--- config.mk ---
export PLATFORM = sky130hd
export DESIGN_NAME = multi_channel_threshold
export DESIGN_NICKNAME = d
export VERILOG_FILES = /design/src/rtl/threshold_pkg.sv /design/src/rtl/threshold_channel.sv /design/src/rtl/multi_channel_threshold.sv
export SDC_FILE = /design/constraint.sdc
export NUM_CORES = 2
export LEC_CHECK = 0
export CORE_ASPECT_RATIO = 0.6
export CORE_MARGIN = 5
export CORE_UTILIZATION = 40
export DETAILED_ROUTE_END_ITERATION = 8
export GPL_TIMING_DRIVEN = 1
export PLACE_DENSITY = 0.7
export SETUP_SLACK_MARGIN = 0.5
export SLEW_MARGIN = 10
export SYNTH_ARGS = -nofsm -noshare
export SYNTH_HDL_FRONTEND = slang
export SYNTH_SLANG_ARGS = --single-unit
--- constraint.sdc ---
create_clock -name clk -period 7.5 [get_ports clk]
set_input_delay 1.5 -clock clk [delete_from_list [all_inputs] [get_ports clk]]
set_output_delay 1.5 -clock clk [all_outputs]
set_load 0.01 [all_outputs]
--- src/rtl/threshold_pkg.sv ---
// Shared state encodings and default widths for the multi-channel threshold detector.
package threshold_pkg;

  localparam int unsigned DEF_N_CH     = 4;
  localparam int unsigned DEF_DATA_W   = 32;
  localparam int unsigned DEF_TIME_W   = 32;
  localparam int unsigned DEF_CNT_W    = 16;
  localparam int unsigned DEF_ABS_MODE = 1;

  typedef enum logic [1:0] {
    CH_IDLE = 2'd0,
    CH_WIN  = 2'd1,
    CH_DONE = 2'd2
  } ch_state_t;

  typedef enum logic [1:0] {
    F_IDLE    = 2'd0,
    F_COLLECT = 2'd1,
    F_REPORT  = 2'd2
  } frame_state_t;

endpackage

--- src/rtl/threshold_channel.sv ---
// One microphone channel: magnitude, burst window FSM, peak magnitude and peak timestamp.
module threshold_channel
  import threshold_pkg::*;
#(
  parameter int unsigned DATA_W   = DEF_DATA_W,
  parameter int unsigned TIME_W   = DEF_TIME_W,
  parameter int unsigned CNT_W    = DEF_CNT_W,
  parameter int unsigned ABS_MODE = DEF_ABS_MODE
) (
  input  logic              clk,
  input  logic              rst,
  input  logic [DATA_W-1:0] i_data,
  input  logic              i_data_valid,
  input  logic [DATA_W-1:0] i_high,
  input  logic [CNT_W-1:0]  i_zero_num,
  input  logic [TIME_W-1:0] i_timer,
  input  logic              i_start_en,
  input  logic              i_freeze,
  input  logic              i_release,
  output logic              o_hit,
  output logic              o_start,
  output logic              o_win,
  output logic              o_done,
  output logic [DATA_W-1:0] o_peak,
  output logic [TIME_W-1:0] o_time
);

  ch_state_t         r_state;
  logic [CNT_W-1:0]  r_zcnt;
  logic [DATA_W-1:0] r_peak;
  logic [TIME_W-1:0] r_time;
  logic [DATA_W-1:0] w_mag;
  logic              w_hit;

  // Negating the most negative value wraps to 2^(DATA_W-1), which is the exact unsigned magnitude.
  always_comb begin
    w_mag = i_data;
    if (ABS_MODE != 0 && i_data[DATA_W-1]) w_mag = '0 - i_data;
  end

  assign w_hit   = i_data_valid && (w_mag > i_high);
  assign o_start = w_hit && i_start_en && !i_freeze && (r_state == CH_IDLE);

  always_ff @(posedge clk or negedge rst) begin
    if (!rst) begin
      r_state <= CH_IDLE;
      r_zcnt  <= '0;
      r_peak  <= '0;
      r_time  <= '0;
    end else if (i_release) begin
      r_state <= CH_IDLE;
      r_zcnt  <= '0;
      r_peak  <= '0;
      r_time  <= '0;
    end else if (!i_freeze && i_data_valid) begin
      case (r_state)
        CH_IDLE: begin
          if (o_start) begin
            r_state <= CH_WIN;
            r_peak  <= w_mag;
            r_time  <= i_timer;
            r_zcnt  <= '0;
          end
        end
        CH_WIN: begin
          if (w_hit) begin
            r_zcnt <= '0;
            if (w_mag > r_peak) begin
              r_peak <= w_mag;
              r_time <= i_timer;
            end
          end else if (r_zcnt >= i_zero_num) begin
            r_state <= CH_DONE;
          end else if (r_zcnt != '1) begin
            r_zcnt <= r_zcnt + 1'b1;
          end
        end
        default: ;
      endcase
    end
  end

  assign o_hit  = w_hit;
  assign o_win  = (r_state == CH_WIN);
  assign o_done = (r_state == CH_DONE);
  assign o_peak = r_peak;
  assign o_time = r_time;

endmodule

--- src/rtl/multi_channel_threshold.sv ---
// N-channel threshold detector: groups per-channel bursts within a skew bound into one event
// and presents it to the localisation stage through a valid/ack handshake.
module multi_channel_threshold
  import threshold_pkg::*;
#(
  parameter int unsigned N_CH     = DEF_N_CH,
  parameter int unsigned DATA_W   = DEF_DATA_W,
  parameter int unsigned TIME_W   = DEF_TIME_W,
  parameter int unsigned CNT_W    = DEF_CNT_W,
  parameter int unsigned ABS_MODE = DEF_ABS_MODE
) (
  input  logic                     clk,
  input  logic                     rst,
  input  logic [N_CH*DATA_W-1:0]   data,
  input  logic                     data_valid,
  input  logic [DATA_W-1:0]        high,
  input  logic [CNT_W-1:0]         zero_num,
  input  logic [TIME_W-1:0]        max_skew,
  input  logic                     ack,
  output logic                     valid,
  output logic [N_CH-1:0]          ch_mask,
  output logic [N_CH*TIME_W-1:0]   detect_time,
  output logic [N_CH*DATA_W-1:0]   peak_value,
  output logic                     overrun
);

  frame_state_t            r_fstate;
  logic [TIME_W-1:0]       r_timer;
  logic [TIME_W-1:0]       r_first;
  logic                    r_valid;
  logic [N_CH-1:0]         r_mask;
  logic [N_CH*TIME_W-1:0]  r_time;
  logic [N_CH*DATA_W-1:0]  r_peak;
  logic                    r_overrun;

  logic [N_CH-1:0]         w_hit;
  logic [N_CH-1:0]         w_start;
  logic [N_CH-1:0]         w_win;
  logic [N_CH-1:0]         w_done;
  logic [N_CH*TIME_W-1:0]  w_time;
  logic [N_CH*DATA_W-1:0]  w_peak;
  logic [TIME_W-1:0]       w_elapsed;
  logic                    w_open;
  logic                    w_start_en;
  logic                    w_freeze;
  logic                    w_release;

  // Modulo subtraction keeps the skew window correct across timer wrap.
  assign w_elapsed  = r_timer - r_first;
  assign w_open     = (w_elapsed < max_skew);
  assign w_start_en = (r_fstate == F_IDLE) || ((r_fstate == F_COLLECT) && w_open);
  assign w_freeze   = (r_fstate == F_REPORT);
  assign w_release  = (r_fstate == F_REPORT) && r_valid && ack;

  for (genvar k = 0; k < N_CH; k++) begin : g_ch
    threshold_channel #(
      .DATA_W   (DATA_W),
      .TIME_W   (TIME_W),
      .CNT_W    (CNT_W),
      .ABS_MODE (ABS_MODE)
    ) u_ch (
      .clk          (clk),
      .rst          (rst),
      .i_data       (data[k*DATA_W +: DATA_W]),
      .i_data_valid (data_valid),
      .i_high       (high),
      .i_zero_num   (zero_num),
      .i_timer      (r_timer),
      .i_start_en   (w_start_en),
      .i_freeze     (w_freeze),
      .i_release    (w_release),
      .o_hit        (w_hit[k]),
      .o_start      (w_start[k]),
      .o_win        (w_win[k]),
      .o_done       (w_done[k]),
      .o_peak       (w_peak[k*DATA_W +: DATA_W]),
      .o_time       (w_time[k*TIME_W +: TIME_W])
    );
  end

  always_ff @(posedge clk or negedge rst) begin
    if (!rst) begin
      r_fstate  <= F_IDLE;
      r_timer   <= '0;
      r_first   <= '0;
      r_valid   <= 1'b0;
      r_mask    <= '0;
      r_time    <= '0;
      r_peak    <= '0;
      r_overrun <= 1'b0;
    end else begin
      if (data_valid) r_timer <= r_timer + 1'b1;
      case (r_fstate)
        F_IDLE: begin
          if (|w_start) begin
            r_first  <= r_timer;
            r_fstate <= F_COLLECT;
          end
        end
        F_COLLECT: begin
          // Idle channels hold zeroed peak/time, so a plain copy leaves non-detecting slots at 0.
          if (!(|w_win) && ((&w_done) || !w_open)) begin
            r_fstate <= F_REPORT;
            r_valid  <= 1'b1;
            r_mask   <= w_done;
            r_peak   <= w_peak;
            r_time   <= w_time;
          end
        end
        F_REPORT: begin
          if (|w_hit) r_overrun <= 1'b1;
          if (r_valid && ack) begin
            r_valid  <= 1'b0;
            r_fstate <= F_IDLE;
          end
        end
        default: r_fstate <= F_IDLE;
      endcase
    end
  end

  assign valid       = r_valid;
  assign ch_mask     = r_mask;
  assign detect_time = r_time;
  assign peak_value  = r_peak;
  assign overrun     = r_overrun;

endmodule

==> impl_metrics.csv <==
group,metric,value,unit
outcome,status,"finished clean",
logic_synthesis,ys.flop_type,"dfrtp_1",
logic_synthesis,synth_area,38700,µm²
setup_path,setup.worst_path.class,"in2reg",
power,power_leakage,22.7,nW
die,start_util,40.3,%
setup_path,crit_fanout,32,
timing,fmax,0.152,GHz
logic_synthesis,synth_cell_types,86,
global_route,grt_first_pass_wirelength,187000,µm
place,dp_hpwl,95900,µm
power,power.total,14.7,mW
setup_path,arrival,7.13,ns
setup_path,critPathMaxStageDelay,0.56,ns
die,io_pins,474,
clock_tree,cts_setup_buffers,0,
global_route,grt_use_total,23.6,%
logic_synthesis,synth-seq-cells,656,
timing,clock-skew-final,0.0310,ns
clock_tree,cts_buffers,69,
setup_path,cp_common_cell,"nand2b_1",
die,die_h,251,µm
logic_synthesis,async_reset_ff_share,100,%
timing,post-route-min-period,6.59,ns
logic_synthesis,avgSynthCellArea,10.5,µm²
route,wirelength,126000,µm
clock_tree,cts_resized,0,
timing,slew_headroom,30.9,%
layout,drive_gt1_share,14.0,%
setup_path,critPathRequiredTime,8.04,ns
layout,areaGrowthSynthToFinish,22.8,%
worst_hold_path,hp-class,"reg2reg",
setup_path,path_buf_inv,3,
setup_path,critPathCaptureType,"flop",
layout,final_cell_mix,"656 x dfrtp_1, 472 x clkdlybuf4s50_1, 391 x ha_1",
clock_tree,hold_buffers,0,
logic_synthesis,yosysSeqAreaShare,42.4,%
clock_tree,clk_root_buffer_cell,"clkbuf_16",
power,p_per_area,309,nW/µm²
global_route,grt_pass1_vias,29400,
layout,nets,4760,
logic_synthesis,synthCells,3683,
clock_tree,cts.path.max_buffers,3,
logic_synthesis,syn_nets,4287,
timing,setup-violations-final,0,
place,io_buffers,473,
timing,hold_viol,0,
timing,tns,0,ns
clock_tree,cts_num_sinks,656,
timing,tightest_slew,1.03,ns
setup_path,critPathLaunchType,"input port",
route,dr.first_iter.drc_count,2748,
timing,rsz0062_at_grt,"false",
clock_tree,clk_pin_slew_worst_paths,0.06,ns
timing,slew_violations,0,
logic_synthesis,synth_edf_count,0,
die,core,96100,µm²
clock_tree,insertion_delay,0.67,ns
logic_synthesis,yosys_warnings,0,
layout,layout_commonest_cell,"dfrtp_1",
clock_tree,tritoncts,"yes",
job,cap_violations,0,
route,dr_total_vias,30700,
place,gp_congestion,0.938,
route,drcViolationCount,0,
die,fp.dieW,412,µm
global_route,antenna_found_initial,21,
route,post_drt_wl_per_cell,22.8,µm
timing,min_period_over_period,87.9,%
global_route,grt_max_degree,166,
route,detail-route-antenna-nets,0,
die,rows,88,
die,die_area,103000,µm²
layout,fillCellCount,8646,
clock_tree,h-tree-depth,3,
power,ir_drop,0.000219,V
setup_path,cp_cell_sequence,"clkdlybuf4s50_1 -> nor4_1 -> nand3_1 -> or4_1 -> nand2b_1 -> nand2b_1 -> nand2b_1 -> o31ai_2 -> xor2_1 -> inv_1 -> ha_1 -> nand4_1 -> nor2_1 -> a21oi_1 -> o2111ai_1 -> o22ai_1 -> a21oi_1 -> a221oi_2 -> a211oi_4 -> buf_12 -> mux2_2",
global_route,grt-ovfl-total,0,
route,viasPerCell,5.56,
setup_path,path_delay_family,"simple AND/OR/NAND/NOR gates",
setup_path,crit_path_top_delay_cell,"or4_1",
route,dr.pass1.iters,6,
[layer usage]
| layer | global-route usage [%] | routed length [µm] | up-vias |
|---|---|---|---|
| met2 | 33.4 | 52100 | 1129 |
| met5 | 0 | 12 | - |
| met1 | 34.2 | 57600 | 15100 |
| met4 | 7.74 | 4550 | 2 |
| li1 | - | - | 14200 |
| met3 | 7.38 | 11400 | 238 |
[through the flow]
stage	cells	hold slack [ns]	util [%]	worst slack, ns	cell area, µm²
2_1_floorplan	3683	0.458	-	1.45	38700
3_3_place_gp	5390	0.471	47.0	0.371	45100
3_5_place_dp	5390	0.479	47.0	0.225	45100
4_1_cts	5512	0.480	49.5	0.922	47600
5_1_grt	5521	0.504	49.5	0.512	47600
6_report	5521	0.491	49.5	0.906	47600
[registers in the layout, summed over array words and instances, names as in the netlist]
register,cells
ch_mask,4
r_timer,32
valid,1
overrun,1
r_first,32
g_ch.u_ch.r_state,8
g_ch.u_ch.o_peak,128
g_ch.u_ch.r_zcnt,64
g_ch.u_ch.o_time,128
r_fstate,2
detect_time,128
peak_value,128
[kinds of logic after synthesis]
| kind of cell | share of synthesized area (%) |
|---|---|
| AO/OA/AOI/OAI | 12.4 |
| multiplexers | 13.0 |
| adder cells (fa/ha/maj) | 12.7 |
| buffers and inverters | 4.33 |
| flip-flops | 42.4 |
| XOR/XNOR | 3.96 |
| AND/OR/NAND/NOR | 11.2 |
[layout make-up]
cell class              instances  area [µm²]  share of cell area [%]
clock inverters                36         539                    1.13
flip-flops and latches        656       16400                    34.5
clock buffers                  86        1870                    3.93
diodes                          9        22.5                  0.0473
repair buffers                525        5310                    11.2
multi-input cells            2608       20700                    43.5
well taps                    1305        1630                    3.43
inverters                     296        1110                    2.34
[report_power, final]
part	internal, mW	switching, mW	total, mW
registers	4.40	0.680	5.08
logic	2.75	3.15	5.90
clock network	2.12	1.60	3.72
[synthesized netlist by cell type (all sizes together) (22+ instances only)]
library cell	count	area, µm²
nand3	59	305
mux2i	69	691
nor2	120	450
a31oi	29	196
nand2	319	1200
and2	40	250
a22o	63	552
nor3	33	170
nand2b	39	267
xor2	37	324
o21ai	185	926
and3	38	238
nor4	23	171
xnor2	138	1210
clkbuf	52	196
a21oi	162	811
o211ai	29	218
buf	71	370
nand4	84	526
dfrtp	656	16400
mux2	387	4360
or4	22	173
a21o	81	608
inv	296	1110
nor2b	27	171
ha	391	4890
o31ai	35	283
[path summary, 6_finish.rpt]
check | startpoint | end | slack, ns | depth (start not counted)
worst min register to register | g_ch[2].u_ch.o_time[11]$_DFFE_PN0P_ | detect_time[75]$_DFFE_PN0P_ | 0.49 | 1
max in group asynchronous | rst | g_ch[0].u_ch.o_peak[15]$_DFFE_PN0P_ | 4.93 | 3
worst max register to register | r_timer[0]$_DFFE_PN0P_ | peak_value[22]$_DFFE_PN0P_ | 0.98 | 23
worst min-delay path | g_ch[2].u_ch.o_time[11]$_DFFE_PN0P_ | detect_time[75]$_DFFE_PN0P_ | 0.49 | 1
min in group asynchronous | rst | peak_value[55]$_DFFE_PN0P_ | 0.88 | 1
worst max-delay path | data[69] | r_first[12]$_DFFE_PN0P_ | 0.91 | 21
Note: power is estimated with default switching activity, not from simulation.
